`src/rtl/exec_issue_arbiter.sv`:
```
// Round-robin issue scheduler: picks one ready reservation-station port per
// cycle and launches its cell into a registered execute-input stage. The
// launched op is held under downstream backpressure and squashed on flush.
//
// Handshake: a requester sees its op accepted when req_grant[i] is high at a
// rising edge and dequeues it there. exec_op is consumed at a rising edge
// where exec_valid && exec_ready; while exec_valid && !exec_ready the op and
// exec_valid stay bit-stable until consumed or flushed.

package exec_issue_pkg;
   typedef struct packed {
      logic [31:0] pc;
      logic [3:0]  optype;
      logic [5:0]  dst_tag;
      logic [15:0] imm;
   } res_st_cell_t;
endpackage

module exec_issue_arbiter #(
   parameter int NUM_REQ = 4,
   parameter int PTR_W   = $clog2(NUM_REQ),
   parameter int CNT_W   = 16
) (
   input  logic                                                 clk,
   input  logic                                                 rst_n,
   input  logic                                                 flush,
   input  logic [NUM_REQ-1:0]                                   req_valid,
   input  logic [NUM_REQ*$bits(exec_issue_pkg::res_st_cell_t)-1:0] req_op,
   output logic [NUM_REQ-1:0]                                   req_grant,
   output logic                                                 exec_valid,
   output logic [$bits(exec_issue_pkg::res_st_cell_t)-1:0]      exec_op,
   input  logic                                                 exec_ready,
   output logic [CNT_W-1:0]                                     stall_cnt
);

   localparam int OP_W = $bits(exec_issue_pkg::res_st_cell_t);
   localparam logic [PTR_W:0]   NUM_REQ_W = NUM_REQ[PTR_W:0];
   localparam logic [PTR_W-1:0] LAST_IDX  = PTR_W'(NUM_REQ - 1);

   logic [PTR_W-1:0] rr_ptr;
   logic [PTR_W-1:0] sel;
   logic [PTR_W:0]   idx;
   logic             found;
   logic             load_en;
   logic             grant_fire;
   logic             stall_now;
   logic [OP_W-1:0]  op_arr [NUM_REQ];

   // Unpack the flat candidate bus into one cell per port.
   for (genvar g = 0; g < NUM_REQ; g++) begin : g_unpack
      assign op_arr[g] = req_op[g*OP_W +: OP_W];
   end

   // Stage can accept a new op when empty or being drained, unless flushed.
   assign load_en    = !flush && (!exec_valid || exec_ready);
   assign grant_fire = rst_n && load_en && found;
   assign stall_now  = exec_valid && !exec_ready && !flush;

   // Scan from rr_ptr upward (modulo NUM_REQ) for the first valid requester.
   always_comb begin
      found = 1'b0;
      sel   = '0;
      idx   = '0;
      for (int k = 0; k < NUM_REQ; k++) begin
         idx = {1'b0, rr_ptr} + k[PTR_W:0];
         if (idx >= NUM_REQ_W) idx = idx - NUM_REQ_W;
         if (!found && req_valid[idx[PTR_W-1:0]]) begin
            found = 1'b1;
            sel   = idx[PTR_W-1:0];
         end
      end
   end

   // One-hot grant to the selected port, only when the stage can load.
   always_comb begin
      req_grant = '0;
      for (int j = 0; j < NUM_REQ; j++) begin
         req_grant[j] = grant_fire && (sel == j[PTR_W-1:0]);
      end
   end

   // Execute-input register and round-robin pointer; flush wins over load.
   always_ff @(posedge clk or negedge rst_n) begin
      if (!rst_n) begin
         exec_valid <= 1'b0;
         exec_op    <= '0;
         rr_ptr     <= '0;
      end else if (flush) begin
         exec_valid <= 1'b0;
      end else if (load_en) begin
         exec_valid <= found;
         if (found) begin
            exec_op <= op_arr[sel];
            rr_ptr  <= (sel == LAST_IDX) ? '0 : sel + 1'b1;
         end
      end
   end

   // Saturating count of cycles the held op is blocked by the consumer.
   always_ff @(posedge clk or negedge rst_n) begin
      if (!rst_n) begin
         stall_cnt <= '0;
      end else if (stall_now && (stall_cnt != '1)) begin
         stall_cnt <= stall_cnt + 1'b1;
      end
   end

endmodule

```
`config.mk`:
```
export PLATFORM = sky130hd
export DESIGN_NAME = exec_issue_arbiter
export DESIGN_NICKNAME = d
export VERILOG_FILES = /design/src/rtl/exec_issue_arbiter.sv
export SDC_FILE = /design/constraint.sdc
export NUM_CORES = 1
export LEC_CHECK = 0
export BUFFER_PORTS_ARGS = -buffer_cell sky130_fd_sc_hd__buf_2
export CORE_AREA = 2 2 123 125
export CTS_CLUSTER_DIAMETER = 60
export DETAILED_ROUTE_END_ITERATION = 16
export DIE_AREA = 0 0 125 127
export PLACE_DENSITY = 0.62
export SYNTH_ARGS = -nofsm -noshare
export SYNTH_HDL_FRONTEND = slang
export SYNTH_SLANG_ARGS = --single-unit
```
`constraint.sdc`:
```
create_clock -name clk -period 3.49 [get_ports clk]
set_input_delay 0.349 -clock clk [delete_from_list [all_inputs] [get_ports clk]]
set_output_delay 0.349 -clock clk [all_outputs]
set_load 0.01 [all_outputs]
```
* Word-level counts from Yosys, hierarchy flattened
Index checks and enable logic that the tools add are counted.
Widths: inputs -> output; s select.
** Storage, ports and cells
- Register bits after elaboration :: 77
- Input bits :: 240
- Word-level logic and storage cells :: 77
** Cells by class
- Add/subtract/negate cells :: 9
- $lt $le $gt $ge :: 9
- Eq/ne operators :: 4
- Muxes and demuxes :: 26
- Bitwise operators :: 2
- Reduce and logical (&&, ||, !) cells :: 23
** Operator list (count)
- $bmux 58 s2 :: 1
- $mux 58 :: 2
- $mux 2 :: 9
- $add 16x1->16 const B :: 1
- $ne 16x16->1 const B :: 1
- $logic_and 1x1->1 :: 13
- $ge 3x3->1 const B :: 4
- $lt 2x3->1 const B :: 4
- $mux 1 :: 10
- $bmux 1 s2 :: 4
- $sub 2x1->2 const B :: 4
- $add 2x2->3 const B :: 2
- $logic_not 1->1 :: 6
- $eq 2x2->1 const B :: 2
- $add 2x1->3 const B :: 1
- $ge 2x3->1 const B :: 1
- $not 2->3 :: 1
- $reduce_and 3->1 :: 1
- $add 2x1->2 const B :: 1
- $eq 2x1->1 const B :: 1
- $logic_not 2->1 :: 1
- $reduce_bool 2->1 :: 1
- $logic_or 1x1->1 :: 1
- $not 1->1 :: 1

* Logic depth before layout (Yosys ltp)
- Depth in word-level cells :: 18
- Gate-level depth with buffers :: 8
- Depth with buffers taken out :: 6

* Worst setup path before layout
OpenSTA, ideal clock, no wires.
- Path type :: input-to-output
- Start :: input port req_valid[0]
- End :: output port req_grant[3]
- Arrival time :: 1.472 ns
- Data required time :: 3.141 ns
- Slack :: 1.669 ns
- Stages :: 7
- Path through :: buf_4 -> nand2b_1 -> nor2b_1 -> o221a_2 -> buf_4 -> buf_2 -> and3_1
** On the way
- Word-level cells in the longest chain between the ends :: 14
- Elaborated cells between the ends (all ways) :: 25
** RTL lines
- start, declared :: line 27 : input logic [NUM_REQ-1:0] req_valid,
- $bmux 1 s2 :: line 67 : if (!found && req_valid[idx[PTR_W-1:0]]) begin
- $mux 1 (not written as such) :: line 67
- $mux 1 :: line 67
- $logic_not 1->1 :: line 67
- $logic_and 1x1->1 :: line 67
- $mux 1 :: line 67
- $logic_not 1->1 :: line 67
- $logic_and 1x1->1 :: line 67
- $mux 1 :: line 67
- $logic_not 1->1 :: line 67
- $logic_and 1x1->1 :: line 67
- $mux 2 / $mux 1 (equally long branches) :: line 67
- $eq 2x2->1 / $logic_and 1x1->1 (equally long branches) :: line 78, 56
- $logic_and 1x1->1 (*) :: line 78 : req_grant[j] = grant_fire && (sel == j[PTR_W-1:0]);
- end, declared :: line 29 : output logic [NUM_REQ-1:0] req_grant,
Every way passes the cells marked *; elsewhere a longest branch is shown, timed or not. The select of a mux whose other input is x is not followed.

* Worst setup path in the final report
- Start :: register rr_ptr[1]
- End :: output port req_grant[1]
** On the way
- Word-level cells in the longest chain between the ends :: 16
- Elaborated cells between the ends (all ways) :: 40
** RTL lines
- start, declared :: line 40 : logic [PTR_W-1:0] rr_ptr;
- start signal, assigned :: line 94 : rr_ptr <= (sel == LAST_IDX) ? '0 : sel + 1'b1;
- parallel branches: the longest is 15 deep, another holds $add 2x1->3
- $logic_and 1x1->1 (*) :: line 78
Mark *: on every way between the ends. The select of a mux whose other input is x is not followed.

==> reports/summary.txt <==
Crit. End Element: output pin
Combinational power share: 0.355
Clock transition at path regs: 60 ps
Ratio of cells with drive above 1 in the final layout: 0.472
Total Routing Usage GR: 0.186
Count of cell types in the netlist: 38
Inserted Clock Buffers: 9
Count of flip-flops with a built-in enable after synthesis: 0
FF/Latch Area: 1930 µm²
Status: finished with violations
GRT overflow: 0
CP startpoint kind: flop
CP max-delay cell: o211a_2
DPL Wire Length: 11500 µm
Routed wl met3: 1020 µm
Final Max Slew Viols: 0
Worst-Margin Slew: 946 ps
Largest net degree at the start of global routing: 48
Syn avg cell area: 9.28 µm²
Core area: 14400 µm²
Failing checks: negative hold slack
Cts-stage hold buffer count: 0
Iteration count of the initial detailed-routing pass: 8
Hold Path Class: in -> async
RSZ-0062 raised after global routing: false
Synth top cells by count: dfrtp_1, nand2_1, nor2_1
Clk Latency, worst-skew pair: 340 ps
Die X: 125 µm
Clock share of power: 0.297
Max VDD drop: 0.199 mV
WHS: -20.3 ps
DR vias: 4852
Sequential share of power: 0.348
Most used DFF post-synth: dfrtp_1
Worst R2R Start: rr_ptr[1]
Root Buffer: clkbuf_16
Sw frac: 0.350
#FFs+latches synth: 77
Synth Cell Area: 4090 µm²
Num rows: 44
Fmax: 395 MHz
R2r worst-path depth: 6
Initial core utilization: 0.284
Postcts setup bufs: 0
Psw: 0.00129 W
Area contributors post-synth: dfrtp_1, a222oi_1, a31oi_1
Critical-path cell list: a21oi_1 -> o211a_2 -> and3_1 -> buf_2
Final period util: 0.726
Number of global-route vias before repair: 4715
Final setup violating endpoints: 0
Worst EP arrival: 2180 ps
Area share of the largest cell type after synthesis: 0.471
Ys Warns: 0
Max-cap violations: 0
H-tree depth: 3
CTS tree: done
Post-Route WL: 15200 µm
Syn_nets: 682
M1 WL: 6150 µm
Routability cong.: 0.830
Crit-path max FO: 42
Kind of critical path: reg -> out
IO Count: 319
Final net count: 979
Hold Vio Cnt, Final: 11
Remaining DRCs: 0
Post-layout util: 0.426
Post-cts repair resize count: 0
CP endpoint: req_grant[1]
Routed len/inst: 16.4 µm
Post-route setup TNS: 0 ps
Fin crit period: 2530 ps
Max_slew headroom: 0.369
Final Skew: 9.66 ps
Max Buffers Root-to-Sink: 2
Post-Synthesis Cells: 441
Met2 WL: 7790 µm
# fillers: 1508
CTS Sinks: 77
Int Pwr: 0.00240 W
Multi-input gate area: 1950 µm²
Sequential fraction of the synthesis area: 0.471
Die ar.: 15900 µm²
Leak pwr: 3.03 nW
Setup crit start: rr_ptr[1]
Highest routed layer: met4
Cell Pwr Density: 601 nW/µm²
Top-count cell post-synth: dfrtp_1
DRT antenna net count: 0
Die Ht: 127 µm
R2r setup slk: 1130 ps
WP data required: 3140 ps
CP max stage delay: 810 ps
Initial antenna violation count: 1
Area leader, netlist: dfrtp_1
Synthesis-to-finish area growth: 50.2%
DRT iter0 DRCs: 487
First-pass GRT wire length: 24000 µm
FFs w/ async S/R, synth: 1.00
Vias per cell: 5.23
Port-buffer cells: 318
RR Endpoint: exec_op[13]
worst min path at each step:
stage                                to  depth (start not counted)  slack (ps)   from
after floorplan              exec_op[0]                          0          50  rst_n
after global placement    stall_cnt[14]                          1         370  rst_n
after detailed placement  stall_cnt[12]                          1         380  rst_n
after CTS                 stall_cnt[12]                          1           3  rst_n
after global routing      stall_cnt[13]                          1          20  rst_n
final                     stall_cnt[12]                          1         -20  rst_n
per-stage QoR:
step | hold WS, ps | cell area (µm²) | std cells | setup WS [ps] | power [W]
after floorplan | 53.4 | 4090 | 441 | 1670 | 0.00206
after global placement | 373 | 5800 | 911 | 1220 | 0.00261
after detailed placement | 377 | 5800 | 911 | 1140 | 0.00263
after CTS | 3.05 | 6140 | 927 | 942 | 0.00375
after global routing | 21.7 | 6150 | 928 | 788 | 0.00394
final | -20.3 | 6150 | 928 | 957 | 0.00370
power by group through the flow:
stage               logic [W]  clock network (W)  registers (W)
floorplan            0.000684                  0        0.00138
global placement      0.00132                  0        0.00129
detailed placement    0.00133                  0        0.00130
CTS                   0.00133            0.00113        0.00129
global route          0.00146            0.00117        0.00132
finish                0.00131            0.00110        0.00128
registers in the layout, indices dropped and copies added (netlist names):
signal and cells:
stall_cnt 16, exec_valid 1, exec_op 58, rr_ptr 2
per-layer routing:
| metal | track usage | vias to the layer above |
|---|---|---|
| met3 | 0.0369 | 24 |
| met1 | 0.224 | 2281 |
| met2 | 0.328 | 249 |
| met4 | 0.0771 | 0 |
| met5 | 0 | - |
| li1 | - | 2298 |
cell type report:
class,count,share of cell area
antenna,1,0.000407
clock inverter,7,0.0195
timing repair buffer,327,0.270
sequential,77,0.314
tap,184,0.0375
multi-input combinational,316,0.318
inverter,7,0.00428
clock buffer,9,0.0366
critical path, delay by kind of cell (launching register included):
family                 cells  cell delay (ps)
buffers and inverters      1              130
flip-flops                 1              480
AO/OA/AOI/OAI              2              980
AND/OR/NAND/NOR            1              250
kinds of logic (layout without fill, tap and decap cells):
| kind of cell | after synthesis | after routing | synth area share |
|---|---|---|---|
| compound gates | 137 | 137 | 0.269 |
| xor+xnor | 15 | 15 | 0.0321 |
| fa+ha+maj | 1 | 1 | 0.00306 |
| buf+inv | 48 | 350 | 0.0553 |
| flops | 77 | 77 | 0.471 |
| mux | 2 | 2 | 0.00550 |
| other cells | 0 | 1 | 0 |
| simple gates | 161 | 161 | 0.164 |
placed cells by master (no fill, tap or decap), types with 2 or more instances in the layout:
master / n
a222oi_1: 58
nand3_1: 6
nor2b_1: 3
xnor2_1: 7
nor2_1: 66
inv_6: 2
a31oi_1: 59
inv_1: 7
o21ai_0: 4
buf_2: 317
nor3_1: 2
nand2b_1: 2
bufinv_16: 3
clkbuf_16: 9
dfrtp_1: 77
a21oi_1: 4
xor2_1: 8
buf_4: 10
nand2_1: 68
and3_1: 4
and4_1: 5
mux2_2: 2
nand4_1: 2
No activity file was read; power rests on OpenSTA's default activity.
